===== config.mk =====
export PLATFORM = sky130hd
export DESIGN_NAME = snake_pace_gen
export DESIGN_NICKNAME = d
export VERILOG_FILES = /design/src/rtl/snake_pace_gen.sv
export SDC_FILE = /design/constraint.sdc
export NUM_CORES = 1
export LEC_CHECK = 0
export CORE_MARGIN = 3
export CORE_UTILIZATION = 39
export DETAILED_ROUTE_END_ITERATION = 8
export PLACE_DENSITY = 0.66
export REMOVE_ABC_BUFFERS = 1
export SYNTH_ARGS = -nofsm -noshare
export SYNTH_HDL_FRONTEND = slang
export SYNTH_SLANG_ARGS = --single-unit

===== constraint.sdc =====
create_clock -name clk -period 2.7 [get_ports clk]
set_input_delay 0.54 -clock clk [delete_from_list [all_inputs] [get_ports clk]]
set_output_delay 0.54 -clock clk [all_outputs]
set_load 0.01 [all_outputs]

===== src/rtl/snake_pace_gen.sv =====
// -----------------------------------------------------------------------------
// snake_pace_gen
//
// Game pace generator placed directly upstream of the game top.
// o_phase toggles once per move period, and each toggle lets the game
// advance the snake by one step. Each apple eaten shortens the period by
// PERIOD_STEP, down to a floor of PERIOD_MIN. A failure or success
// freezes the pace until rst is asserted.
//
// Optional feature: define PACE_PAUSE_EN to let a rising edge on i_pause
// toggle between RUN and PAUSED. If the macro is undefined, i_pause is
// ignored and stays only to keep the port list fixed.
//
// Ports:
//   clk        in   1   system clock (VGA pixel clock)
//   rst        in   1   synchronous, active-high reset (game restart / power-on)
//   i_eat      in   1   apple eaten; may stay high for several cycles
//   i_failure  in   1   game lost (level)
//   i_success  in   1   game won (level)
//   i_pause    in   1   pause button, already synchronised and debounced
//   o_phase    out  1   phase toggle to the game's i_phase
//   o_step     out  1   1-cycle pulse in the cycle o_phase toggles
//   o_level    out  4   apples eaten, saturating at 15
//   o_running  out  1   high while the pace is in RUN
// -----------------------------------------------------------------------------
module snake_pace_gen #(
    parameter int CNT_W       = 23,
    parameter int PERIOD_INIT = 6_250_000,
    parameter int PERIOD_MIN  = 1_562_500,
    parameter int PERIOD_STEP = 312_500
) (
    input  logic       clk,
    input  logic       rst,
    input  logic       i_eat,
    input  logic       i_failure,
    input  logic       i_success,
    input  logic       i_pause,
    output logic       o_phase,
    output logic       o_step,
    output logic [3:0] o_level,
    output logic       o_running
);

    localparam logic [CNT_W-1:0] P_INIT = CNT_W'(PERIOD_INIT);
    localparam logic [CNT_W-1:0] P_MIN  = CNT_W'(PERIOD_MIN);
    localparam logic [CNT_W-1:0] P_STEP = CNT_W'(PERIOD_STEP);
    localparam logic [CNT_W-1:0] ONE    = CNT_W'(1);
    // One bit wider than the counter, so PERIOD_MIN + PERIOD_STEP cannot wrap.
    localparam logic [CNT_W:0] SPEED_THRESH =
        (CNT_W+1)'(PERIOD_MIN) + (CNT_W+1)'(PERIOD_STEP);

    typedef enum logic [1:0] {
        RUN    = 2'd0,
        PAUSED = 2'd1,
        HALTED = 2'd2
    } state_t;

    state_t            state;
    state_t            state_nxt;
    logic [CNT_W-1:0]  count;
    logic [CNT_W-1:0]  period;
    logic              eat_q;
    logic              eat_edge;
    logic              halt_req;

    assign eat_edge = i_eat & ~eat_q;
    assign halt_req = i_failure | i_success;

`ifdef PACE_PAUSE_EN
    logic pause_q;
    logic pause_edge;

    assign pause_edge = i_pause & ~pause_q;

    always_ff @(posedge clk) begin
        if (rst) pause_q <= 1'b0;
        else     pause_q <= i_pause;
    end
`else
    logic unused_pause;
    assign unused_pause = i_pause;
`endif

    // State register.
    always_ff @(posedge clk) begin
        if (rst) state <= RUN;
        else     state <= state_nxt;
    end

    // Next-state logic. A halt request outranks a pause edge, and HALTED is left only through rst.
    always_comb begin
        // NOTE: default assignment first keeps this block free of inferred latches.
        state_nxt = state;
        if (halt_req) begin
            state_nxt = HALTED;
        end
`ifdef PACE_PAUSE_EN
        else if (pause_edge) begin
            case (state)
                RUN:     state_nxt = PAUSED;
                PAUSED:  state_nxt = RUN;
                default: state_nxt = state;
            endcase
        end
`endif
    end

    // Output decode.
    always_comb begin
        o_running = (state == RUN);
    end

    // Period counter, phase toggle and speed-up datapath.
    always_ff @(posedge clk) begin
        if (rst) begin
            o_phase <= 1'b0;
            o_step  <= 1'b0;
            o_level <= 4'd0;
            period  <= P_INIT;
            count   <= P_INIT - ONE;
            eat_q   <= 1'b0;
        end else begin
            eat_q  <= i_eat;
            o_step <= 1'b0;

            // A halt arriving on the same edge as count==0 suppresses the toggle.
            if (state == RUN && !halt_req) begin
                if (count == '0) begin
                    o_phase <= ~o_phase;
                    o_step  <= 1'b1;
                    // NOTE: non-blocking assignment means this reload reads the period
                    // from before any speed-up on this same edge.
                    count   <= period - ONE;
                end else begin
                    count <= count - ONE;
                end
            end

            // Eat events are handled in every state. The running count is left
            // unchanged, so a new period applies only from the next reload.
            if (eat_edge) begin
                period  <= ({1'b0, period} >= SPEED_THRESH) ? (period - P_STEP) : P_MIN;
                o_level <= (o_level == 4'd15) ? 4'd15 : (o_level + 4'd1);
            end
        end
    end

endmodule


After elaboration in Yosys (flattened, before gate mapping)
Index checks and enable logic that the tools add are counted.
{ "totals": {"reg_bits": 54, "output_inout_bits": 7} }
{ "op_classes": {"add_sub_neg": 4, "n_lt_le_gt_ge": 1, "eq_ne": 1, "muxes": 4, "n_bitwise": 5, "reduce_logical": 6} }
{ "op_table": {"columns": ["operator", "n"], "rows": [
  ["two-way mux 23 bit", 2],
  ["subtractor 23 x 1 -> 23 bit (second input constant)", 2],
  [">= comparator 23 x 21 -> 1 bit (second input constant)", 1],
  ["zero test 23 bit", 1],
  ["subtractor 23 x 19 -> 23 bit (second input constant)", 1],
  ["adder 4 x 1 -> 4 bit (second input constant)", 1],
  ["== test 4 bit (second input constant)", 1],
  ["two-way mux 4 bit", 1],
  ["inverter 1 bit", 3],
  ["zero test 2 bit", 1],
  ["AND reduction 2 bit", 1],
  ["OR reduction 2 bit", 1],
  ["bitwise AND 1 bit", 1],
  ["logical AND 1 bit", 1],
  ["zero test 1 bit", 1],
  ["two-way mux 1 bit", 1],
  ["OR 1 bit", 1]
]} }

Depth between registers and ports, before layout
{ "logic_depth": {"word_depth": 5, "depth_mapped": 11, "depth_no_buf": 9} }

Worst setup path after synthesis
OpenSTA, ideal clock, no wires.
{ "synth_path": {"path_type": "reg-to-reg", "from": "register count[0]", "to": "register count[22]", "setup_ps": 69, "arrival_time_ps": 2412, "required_ps": 2631, "setup_slack_ps": 219, "path_stages_with_launch": 10, "cell_sequence": "dfxtp_1 inv_1 ha_1 or3b_2 or3_1 nor2_1 mux2i_4 nor4b_2 mux2_2 o21ai_1"} }
{ "synth_between": {"elab_chain_cells": 2} }
{ "synth_lines": {"columns": ["element", "line_no", "rtl"], "rows": [
  ["from (decl)", "60", "logic [CNT_W-1:0] count;"],
  ["from (signal assigned)", "120", "count <= P_INIT - ONE;"],
  ["from (signal assigned)", "133", "count <= period - ONE;"],
  ["from (signal assigned)", "135", "count <= count - ONE;"],
  ["subtractor 23 x 1 -> 23 bit / zero test 23 bit (equally long branches)", "135, 128", null],
  ["two-way mux 23 bit (*)", "128", "if (count == '0) begin"]
]} }
Every way passes the cells marked *; elsewhere a longest branch is shown, timed or not.
A chain may end at the register's enable or synchronous reset.

Worst setup path in the final report
{ "layout_path": {"from": "register count[10]", "to": "register count[22]"} }
The elaborated chain is that of the path after synthesis.

==> metrics.csv <==
stage,metric,value,unit
outcome,status,finished clean,
placement,placed cell areas,3610,um^2
critical_path,Max Fanout on Critical Path,5,
cells_and_area,Inserted Diodes,0,
synthesis,Synthesis Warnings,0,
synthesis,syn avg cell area,7.76,um^2
sta,Final setup viols,0,
critical_path,Worst Path Buf+Inv,0,
drt,final wirelength,8600,um
grt,first-pass GRT wire length,14300,um
pwr,PwrDens,422,nW/um^2
sta,setup repair after global routing missed its margin,yes,
critical_path,Worst Setup End Kind,flip-flop,
cells_and_area,Multi-input gate area,2070,um^2
sta,WHS,0.508,ns
drt,Metal-1 WL,4170,um
placement,Port Buffers,11,
cells_and_area,register area,1040,um^2
clock_tree,H-tree depth,2,
floorplanning,initial core utilization,41.2,%
sta,clock skew,0.00641,ns
drt,DRT antenna net count,0,
floorplanning,I/O Pins,13,
critical_path,Top delay family on crit path,simple AND/OR/NAND/NOR gates,
clock_tree,Clock Tree Root,clkbuf_8,
synthesis,area of the mapped netlist,3270,um^2
cells_and_area,# fillers,785,
grt,pin count of the biggest net entering global routing,32,
sta,setup TNS,0,ns
drt,drt first-iter violations,223,
synthesis,register area share after synthesis,31.9,%
drt,DRC errors left,0,
grt,Overall Global Routing Usage,18.0,%
drt,router iterations before antenna repair,5,
drt,DR vias/cell,5.92,
sta,final hold viol count,0,
clock_tree,"CTS clk-pin slew, worst paths",0.10,ns
sta,PnR worst setup slack,0.0982,ns
floorplanning,die area,9510,um^2
grt,final global-route overflow total,0,
drt,met2 wire length,3800,um
drt,met3 wire len,434,um
flow_run,Max Cap Violations,0,
synthesis,"FF+latch count, synth",52,
clock_tree,CTS buffer count,5,
pwr,leak pwr,1.36,nW
critical_path,crit path launch type,flip-flop,
critical_path,Setup CP Type,reg2reg,
cells_and_area,Final Core Density,47.1,%
cells_and_area,fin cells,540,
cells_and_area,P&R area growth vs syn,14.2,%
grt,initial antenna violation count,0,
placement,GPL Wtd Cong,0.874,
placement,dpl ws,0.0275,ns
clock_tree,clock sinks,52,
drt,Avg WL per Cell,15.9,um
hold_path,Min-Delay Path Class,reg2reg,
critical_path,WP data arrival,2.86,ns
sta,Slew Limit Headroom,51.1,%
synthesis,synth unique cells,67,
cells_and_area,fin area,3730,um^2
sta,final cycle utilization of the critical path,96.4,%
placement,dpl cells,532,
synthesis,Post-synth EDFFs,0,
grt,vias in the first global route,2920,
placement,dpl hpwl,6120,um
sta,max frequency,384,MHz
pwr,VDD IR max,0.244,mV
critical_path,CP max-delay cell,or4_4,
floorplanning,core area,7930,um^2
clock_tree,Max Buffers Root-to-Sink,2,
cells_and_area,layout cells sized above 1,14.2,%
floorplanning,num rows,32,
critical_path,Crit path largest cell delay,0.54,ns
drt,vias,3199,
clock_tree,clock latency on the worst-skew pair,0.32,ns
pwr,Pwr Total,1.57,mW
drt,top sig layer,met4,
clock_tree,CTS tree,done,
synthesis,Synth Instances,421,
sta,max-slew violation count,0,
sta,crit path time final,2.60,ns
cells_and_area,# nets final,447,
critical_path,crit-path cells,or4_4 -> nor4_4 -> and3_2 -> a31oi_1 -> nor4b_4 -> mux2_2 -> o21ai_1,
critical_path,CP required,2.96,ns
sta,Slew @ Worst Pin,0.731,ns
clock_tree,CTS Hold Buffers Added,0,
floorplanning,Die H,97.5,um
floorplanning,Die W,97.5,um
synthesis,Post-synth ARST share,0,%
synthesis,Synth Flop Type,dfxtp_1,
[routing by layer]
metal  up-vias  track usage [%]
li1       1584                -
met1      1477             25.6
met2       118             27.9
met3        20             2.66
met4         0             5.75
met5         -                0
[placed cells by master, fill, tap and decap left out, types with 12 or more instances in the layout]
master,count
a31oi_1,12
a21oi_1,23
o21ai_0,22
buf_4,27
nor2_1,36
inv_1,14
dfxtp_1,52
nor3_1,22
nand2_1,45
nand3_1,12
[cells by family after synthesis]
logic type | Yosys count | synth area share (%)
xor gates and xnor gates | 14 | 3.75
AOI/OAI and AO/OA | 119 | 24.4
DFF | 52 | 31.9
buffers and inverters | 45 | 5.97
adders and majority gates | 4 | 1.53
muxes | 12 | 4.29
and+or+nand+nor | 175 | 28.2
[state kept, by name, summed over array words and instances, names as in the netlist]
register and flops:
period 21, state 1, o_phase 1, count 23, eat_q 1, o_step 1
o_level 4
[final timing paths]
| kind | from | to | slack [ns] | cells past startpoint |
|---|---|---|---|---|
| worst min register to register | o_level[0]$_SDFFE_PP0P_ | o_level[0]$_SDFFE_PP0P_ | 0.51 | 1 |
| worst min-delay path | o_level[0]$_SDFFE_PP0P_ | o_level[0]$_SDFFE_PP0P_ | 0.51 | 1 |
| worst max register to register | count[10]$_SDFFE_PP1P_ | count[22]$_SDFFE_PP1P_ | 0.1 | 7 |
| worst max-delay path | count[10]$_SDFFE_PP1P_ | count[22]$_SDFFE_PP1P_ | 0.1 | 7 |
[cells in the mapped netlist, types with 3 or more instances]
master | number | area (um^2)
o22ai_1 | 3 | 18.8
xor2_1 | 5 | 43.8
nand4_1 | 4 | 25.0
a22oi_1 | 10 | 75.1
a211oi_1 | 8 | 60.1
o211ai_1 | 8 | 60.1
buf_2 | 3 | 15.0
xnor2_1 | 9 | 78.8
nor3b_1 | 3 | 22.5
a31oi_1 | 12 | 75.1
nand2_1 | 45 | 169
mux2i_1 | 5 | 50.1
nand2b_1 | 4 | 25.0
a21oi_1 | 23 | 115
and2_1 | 3 | 18.8
nor4_1 | 6 | 37.5
dfxtp_1 | 52 | 1040
a21o_1 | 7 | 52.6
and3_1 | 5 | 31.3
nor2_1 | 37 | 139
o21ai_0 | 22 | 110
nor2b_1 | 4 | 25.0
ha_1 | 4 | 50.1
nor3_1 | 23 | 115
mux2_2 | 6 | 67.6
nand3_1 | 12 | 60.1
clkbuf_1 | 22 | 82.6
or3_1 | 11 | 68.8
inv_1 | 14 | 52.6
a2111oi_0 | 3 | 26.3
[worst reg2reg max path: stages (launching register included)]
cell,delay [ns]
dfxtp_1,0.33
or4_4,0.55
nor4_4,0.27
and3_2,0.35
a31oi_1,0.20
nor4b_4,0.35
mux2_2,0.37
o21ai_1,0.12
[power by group]
group	internal (mW)	switching, mW
clock	0.186	0.283
sequential	0.806	0.0612
combinational	0.104	0.134
[what timing repair did]
action / in CTS / in global routing
endpoints found under the setup margin: 0 / 7
buffers inserted: 0 / 0
gates resized for setup: 0 / 7
[cell type report]
class / instances / area share [%]
Clock inverter: 3 / 0.603
Clock buffer: 5 / 1.84
Multi-Input combinational cell: 324 / 55.4
Sequential cell: 52 / 27.9
Timing Repair Buffer: 40 / 9.45
Tap cell: 102 / 3.42
Inverter: 14 / 1.41
Power figures use the tool's default switching activity.
